## config.mk

```make
export PLATFORM = sky130hd
export DESIGN_NAME = vector_serializer_flat
export DESIGN_NICKNAME = d
export VERILOG_FILES = /design/src/rtl/vector_pkg.sv /design/src/rtl/vector_serializer_if.sv /design/src/rtl/vector_fifo.sv /design/src/rtl/vector_serializer.sv /design/src/flat_wrapper.sv
export SDC_FILE = /design/constraint.sdc
export NUM_CORES = 1
export LEC_CHECK = 0
export BUFFER_PORTS_ARGS = -buffer_cell sky130_fd_sc_hd__buf_2
export CAP_MARGIN = 20
export CORE_AREA = 3 3 83 85
export DETAILED_ROUTE_END_ITERATION = 12
export DIE_AREA = 0 0 86 88
export PLACE_DENSITY = 0.77
export REMOVE_ABC_BUFFERS = 1
export SLEW_MARGIN = 20
export SYNTH_ARGS = -nofsm -noshare
export SYNTH_HDL_FRONTEND = slang
export SYNTH_HIERARCHICAL = 1
export SYNTH_SLANG_ARGS = --single-unit
```

## constraint.sdc

```tcl
create_clock -name clk -period 7.6 [get_ports clk]
set_clock_uncertainty 0.2 [all_clocks]
set_input_delay 0.38 -clock clk [delete_from_list [all_inputs] [get_ports clk]]
set_output_delay 0.38 -clock clk [all_outputs]
set_load 0.02 [all_outputs]
```

## src/rtl/vector_pkg.sv

```systemverilog
// Shared types for the serial vector path (transmit serializer and receive buffer).
//   VEC_W      : vector width in bits (fixed; not overridden per instance)
//   vec_t      : one vector
//   bitcnt_t   : count of bits already shifted out of a vector
//   sh_state_t : shifter occupancy (empty / holding a vector)
package vector_pkg;
  localparam int VEC_W    = 8;
  localparam int BITCNT_W = 3;

  typedef logic [VEC_W-1:0]    vec_t;
  typedef logic [BITCNT_W-1:0] bitcnt_t;

  typedef enum logic {
    SH_EMPTY  = 1'b0,
    SH_LOADED = 1'b1
  } sh_state_t;

  localparam bitcnt_t LAST_BIT = bitcnt_t'(VEC_W - 1);
endpackage

```

## src/rtl/vector_serializer_if.sv

```systemverilog
// Handshake bundle for vector_serializer.
//   vec_in/vec_valid/vec_ready : vector write handshake (producer -> serializer)
//   bit_out/bit_valid/bit_ready : serial bit handshake (serializer -> pin logic)
//   level                      : vectors buffered, excluding the one in the shifter
// Modports: slave = serializer side, master = environment side.
interface vector_serializer_if #(
  parameter int NB_VECTORS = 8
);
  import vector_pkg::*;

  localparam int LVL_W = $clog2(NB_VECTORS) + 1;

  vec_t             vec_in;
  logic             vec_valid;
  logic             vec_ready;
  logic             bit_out;
  logic             bit_valid;
  logic             bit_ready;
  logic [LVL_W-1:0] level;

  modport master (
    output vec_in, vec_valid, bit_ready,
    input  vec_ready, bit_out, bit_valid, level
  );

  modport slave (
    input  vec_in, vec_valid, bit_ready,
    output vec_ready, bit_out, bit_valid, level
  );
endinterface

```

## src/rtl/vector_fifo.sv

```systemverilog
// Ring FIFO of vectors with occupancy counter.
//   clk, rst_n : clock, async active-low reset
//   push       : store wr_data (ignored while full)
//   pop        : advance read pointer (ignored while empty)
//   rd_data    : vector at the read pointer
//   full       : registered; also high during reset so nothing is accepted then
//   empty      : level == 0
//   level      : vectors held
// Full/empty come from level only; pointers wrap by natural overflow.
module vector_fifo
  import vector_pkg::*;
#(
  parameter  int NB_VECTORS = 8,
  localparam int PTR_W      = $clog2(NB_VECTORS),
  localparam int LVL_W      = PTR_W + 1
) (
  input  logic             clk,
  input  logic             rst_n,
  input  logic             push,
  input  logic             pop,
  input  vec_t             wr_data,
  output vec_t             rd_data,
  output logic             full,
  output logic             empty,
  output logic [LVL_W-1:0] level
);

  vec_t             mem [NB_VECTORS];
  logic [PTR_W-1:0] prod_q, cons_q;
  logic [LVL_W-1:0] level_q, level_nxt;
  logic             full_q;
  logic             do_push, do_pop;

  assign do_push = push && !full_q;
  assign do_pop  = pop && (level_q != '0);

  always_comb begin
    level_nxt = level_q;
    case ({do_push, do_pop})
      2'b10:   level_nxt = level_q + LVL_W'(1);
      2'b01:   level_nxt = level_q - LVL_W'(1);
      default: level_nxt = level_q;
    endcase
  end

  // full_q is precomputed from level_nxt so the write side never sees a
  // combinational path from the read side.
  always_ff @(posedge clk or negedge rst_n) begin
    if (!rst_n) begin
      prod_q  <= '0;
      cons_q  <= '0;
      level_q <= '0;
      full_q  <= 1'b1;
    end else begin
      if (do_push) prod_q <= prod_q + PTR_W'(1);
      if (do_pop)  cons_q <= cons_q + PTR_W'(1);
      level_q <= level_nxt;
      full_q  <= (level_nxt == LVL_W'(NB_VECTORS));
    end
  end

  always_ff @(posedge clk) begin
    if (do_push) mem[prod_q] <= wr_data;
  end

  assign rd_data = mem[cons_q];
  assign full    = full_q;
  assign empty   = (level_q == '0);
  assign level   = level_q;

  level_in_range: assert property (@(posedge clk) disable iff (!rst_n)
    level_q <= LVL_W'(NB_VECTORS));

endmodule

```

## src/rtl/vector_serializer.sv

```systemverilog
// Buffers 8-bit vectors and emits them MSB first over a bit handshake.
//   clk, rst_n : clock, async active-low reset
//   bus        : vector_serializer_if.slave (vector write side, serial bit side, level)
//
// state     | meaning
// SH_EMPTY  | shifter holds no vector; bit_valid low
// SH_LOADED | shifter holds a vector; bit_out is its next bit
module vector_serializer
  import vector_pkg::*;
#(
  parameter int NB_VECTORS = 8
) (
  input  logic                 clk,
  input  logic                 rst_n,
  vector_serializer_if.slave   bus
);

  localparam int LVL_W = $clog2(NB_VECTORS) + 1;

  sh_state_t        state_q, state_nxt;
  vec_t             shift_q, shift_nxt;
  bitcnt_t          cnt_q, cnt_nxt;
  logic             consume, load, push;
  vec_t             fifo_data;
  logic             fifo_full, fifo_empty;
  logic [LVL_W-1:0] fifo_level;

  assign push    = bus.vec_valid && !fifo_full;
  assign consume = (state_q == SH_LOADED) && bus.bit_ready;
  // Reload on the edge that consumes the last bit so streams have no bubble.
  assign load    = !fifo_empty &&
                   ((state_q == SH_EMPTY) || (consume && (cnt_q == LAST_BIT)));

  vector_fifo #(
    .NB_VECTORS(NB_VECTORS)
  ) u_fifo (
    .clk     (clk),
    .rst_n   (rst_n),
    .push    (push),
    .pop     (load),
    .wr_data (bus.vec_in),
    .rd_data (fifo_data),
    .full    (fifo_full),
    .empty   (fifo_empty),
    .level   (fifo_level)
  );

  always_ff @(posedge clk or negedge rst_n) begin
    if (!rst_n) begin
      state_q <= SH_EMPTY;
      shift_q <= '0;
      cnt_q   <= '0;
    end else begin
      state_q <= state_nxt;
      shift_q <= shift_nxt;
      cnt_q   <= cnt_nxt;
    end
  end

  always_comb begin
    state_nxt = state_q;
    shift_nxt = shift_q;
    cnt_nxt   = cnt_q;
    if (load) begin
      state_nxt = SH_LOADED;
      shift_nxt = fifo_data;
      cnt_nxt   = '0;
    end else if (consume) begin
      shift_nxt = {shift_q[VEC_W-2:0], 1'b0};
      cnt_nxt   = cnt_q + bitcnt_t'(1);
      if (cnt_q == LAST_BIT) state_nxt = SH_EMPTY;
    end
  end

  assign bus.bit_out   = shift_q[VEC_W-1];
  assign bus.bit_valid = (state_q == SH_LOADED);
  assign bus.vec_ready = !fifo_full;
  assign bus.level     = fifo_level;

endmodule

```

## src/flat_wrapper.sv

```systemverilog
// flat-port wrapper written by rule: the top's interface ports become plain ports
module vector_serializer_flat import vector_pkg::*;
#(
  parameter int NB_VECTORS = 8
)
  (clk, rst_n, bus_vec_in, bus_vec_valid, bus_bit_ready, bus_vec_ready, bus_bit_out, bus_bit_valid, bus_level);
  vector_serializer_if #(.NB_VECTORS(NB_VECTORS)) bus_i ();
  input  logic clk;
  input  logic rst_n;
  input wire logic [$bits(bus_i.vec_in)-1:0] bus_vec_in;
  input wire logic [$bits(bus_i.vec_valid)-1:0] bus_vec_valid;
  input wire logic [$bits(bus_i.bit_ready)-1:0] bus_bit_ready;
  output wire logic [$bits(bus_i.vec_ready)-1:0] bus_vec_ready;
  output wire logic [$bits(bus_i.bit_out)-1:0] bus_bit_out;
  output wire logic [$bits(bus_i.bit_valid)-1:0] bus_bit_valid;
  output wire logic [$bits(bus_i.level)-1:0] bus_level;
  assign bus_i.vec_in = bus_vec_in;
  assign bus_i.vec_valid = bus_vec_valid;
  assign bus_i.bit_ready = bus_bit_ready;
  assign bus_vec_ready = bus_i.vec_ready;
  assign bus_bit_out = bus_i.bit_out;
  assign bus_bit_valid = bus_i.bit_valid;
  assign bus_level = bus_i.level;
  vector_serializer #(.NB_VECTORS(NB_VECTORS)) u_core (.clk(clk), .rst_n(rst_n), .bus(bus_i));
endmodule
```

==> impl_metrics.env <==
export IMPL_hpwl_um=3540
export IMPL_firstDrtPassIters=4
export IMPL_critPathMaxFanout=12
export IMPL_yosys_area_top_type="edfxtp_1"
export IMPL_status="completed"
export IMPL_rr_worst_depth=12
export IMPL_yosysMostFrequentCell="edfxtp_1"
export IMPL_die_area_um2=7570
export IMPL_finalSetupViolCount=0
export IMPL_critPathRequiredTime_ns=7.68
export IMPL_async_flop_share=0.264
export IMPL_route_detailed_drc=0
export IMPL_ant_nets=0
export IMPL_maxSlewHeadroom=0.394
export IMPL_crit_type="register to register"
export IMPL_synth_edf_count=64
export IMPL_drive_gt1_frac=0.269
export IMPL_synth_area_um2=3700
export IMPL_track_usage=0.164
export IMPL_hold_viol_final=0
export IMPL_clock_sinks=87
export IMPL_powerDensity_nw_per_um2=351
export IMPL_gp_congestion=0.722
export IMPL_wire_per_inst_um=18.1
export IMPL_hold_worst_slack_ns=0.0926
export IMPL_nFillCells=453
export IMPL_rsz0062_at_grt="no"
export IMPL_power_switching_fraction=0.316
export IMPL_drt_wl_total_um=5610
export IMPL_max_freq_ghz=0.299
export IMPL_hp_class="input pin to register"
export IMPL_ys_seq_area_frac=0.675
export IMPL_vias_per_cell=5.71
export IMPL_grt_max_degree=24
export IMPL_path_clk_slew_ns=0.09
export IMPL_critPathLaunch="u_core/cnt_q[0]"
export IMPL_final_util=0.642
export IMPL_clock_power_share=0.204
export IMPL_yosysTopAreaCellShare=0.519
export IMPL_first_global_vias=1776
export IMPL_synth_seq_cells=87
export IMPL_ys_types=31
export IMPL_portBuffers=18
export IMPL_p_leak_nw=1.52
export IMPL_syn_avg_cell_area_um2=18.1
export IMPL_arrival_ns=3.42
export IMPL_cts_root_buf="clkbuf_8"
export IMPL_power_frac_comb=0.284
export IMPL_rr_startpoint="u_core/cnt_q[0]"
export IMPL_ios=19
export IMPL_insertion_delay_ns=0.35
export IMPL_cts_max_level=3
export IMPL_synth_commonest_cells="edfxtp_1 (64), mux2_2 (25), dfrtp_1 (22)"
export IMPL_seqPwrFrac=0.512
export IMPL_vdd_drop_max_mv=0.192
export IMPL_tightest_slew_ns=0.905
export IMPL_endpoint="u_core/u_fifo/full"
export IMPL_overflow=0
export IMPL_drt_iter0_markers=56
export IMPL_coreArea_um2=6280
export IMPL_r2r_end="u_core/u_fifo/full"
export IMPL_post_cts_buffers=0
export IMPL_die_w_um=86
export IMPL_area_delta_synth_final_pct=8.85
export IMPL_yosysWarnings=6
export IMPL_ys_top_cells_by_area="edfxtp_1 (52%), dfrtp_1 (15%), mux4_1 (11%)"
export IMPL_antenna_diode_count=0
export IMPL_power_internal_mw=0.967
export IMPL_die_h_um=88
export IMPL_clk_path_buf_depth=2
export IMPL_power_switching_mw=0.447
export IMPL_synth_top_flop_cell="edfxtp_1"
export IMPL_r2r_setup_slack_ns=4.26
export IMPL_critPathLaunchType="register"
export IMPL_cts_tree="yes"
export IMPL_critPathCaptureType="register"
export IMPL_dr_total_vias=1776
export IMPL_grt_pass1_wl_um=8950
export IMPL_min_period_ns=3.34
export IMPL_timing_max_cap_violations=0
export IMPL_rows=29
export IMPL_drv_slew=0
export IMPL_nets=249
export IMPL_finalCritPeriodShare=0.440
export IMPL_antenna_found_initial=0
export IMPL_cts_buffers_inserted=9
export IMPL_initial_core_util=0.590
export IMPL_tns_ns=0
export IMPL_synthCells=205
cell families (layout without fill, tap and decap cells):
family          after synthesis  in the layout  synth area share
fa+ha+maj                     8              8            0.0291
mux                          42             42             0.192
simple gates                 39             39            0.0493
flops                        87             87             0.675
xor+xnor                      8              8            0.0189
buf+inv                      12             41            0.0220
compound gates                9              9            0.0139
metal layers:
layer,GRT usage,vias to the layer above,wire [um]
li1,-,845,-
met1,0.210,882,2500
met2,0.266,34,2800
met3,0.0339,15,189
met4,0.0878,0,119
met5,0,-,0
power groups by stage:
stage | sequential, mW | combinational [mW] | clock, mW
final | 0.724 | 0.401 | 0.288
after global routing | 0.741 | 0.442 | 0.317
after CTS | 0.728 | 0.404 | 0.295
after detailed placement | 0.736 | 0.401 | 0
after global placement | 0.731 | 0.394 | 0
after floorplan | 0.723 | 0.293 | 0
timing repair:
action | in CTS | in global routing
endpoints found under the setup margin | 0 | 0
gates resized for setup | 0 | 0
hold endpoints to repair | 22 | 0
hold buffers | 1 | 0
critical path, stage by stage (launching register included):
cell,delay [ns]
dfrtp_1,0.37
ha_1,0.15
ha_1,0.13
nand2_1,0.08
a21oi_2,0.51
nand2b_1,0.21
inv_1,0.14
ha_1,0.26
ha_1,0.30
a21oi_1,0.20
a211oi_1,0.10
a31oi_1,0.26
mux2_2,0.37
metrics by stage:
| stage | worst slack, ns | power, mW | std cells | cell area (um2) |
|---|---|---|---|---|
| after global routing | 3.98 | 1.50 | 311 | 4030 |
| after global placement | 4.02 | 1.13 | 294 | 3840 |
| after floorplan | 4.35 | 1.02 | 197 | 3640 |
| after detailed placement | 3.88 | 1.14 | 294 | 3840 |
| final | 4.26 | 1.41 | 311 | 4030 |
| after CTS | 3.85 | 1.43 | 311 | 4030 |
cells in the final DEF, fill, tap and decap left out, types with 3 or more instances in the layout:
cell type	count
nor2b_1	3
xnor2_1	6
a21oi_1	3
nand2_1	14
inv_6	3
inv_1	4
nor2_1	9
mux4_1	16
nand3_1	3
edfxtp_1	64
mux2_2	25
clkbuf_8	9
dfrtp_1	22
ha_1	7
nand2b_1	4
buf_2	18
area by class of cell:
type                    count  area, um2  share of cell area
clock buffers               9        124              0.0307
clock inverters             7       55.1              0.0137
inverters                   4       15.0             0.00372
multi-input cells         106       1130               0.280
flip-flops and latches     87       2500               0.620
well taps                  77       96.3              0.0239
repair buffers             21        115              0.0286
how the worst min path moves through the flow:
stage	startpoint	to	slack, ns	depth (start not counted)
floorplan	rst_n	u_core/bus.bit_valid	-0.12	0
global placement	rst_n	u_core/bus.bit_valid	0.18	1
detailed placement	rst_n	u_core/bus.bit_valid	0.18	1
CTS	bus_vec_in[7]	u_core/u_fifo/mem[4][7]	0.08	1
global route	bus_vec_in[0]	u_core/u_fifo/mem[3][0]	0.08	1
finish	bus_vec_in[0]	u_core/u_fifo/mem[3][0]	0.09	1
registers in the layout, indices dropped and copies added, names as in the netlist:
register	cells
u_core/bus.bit_valid	1
u_core/cnt_q	3
u_core/shift_q	8
u_core/u_fifo/cons_q	3
u_core/u_fifo/full	1
u_core/u_fifo/level	4
u_core/u_fifo/mem	64
u_core/u_fifo/prod_q	3
Power figures use the tool's default switching activity.
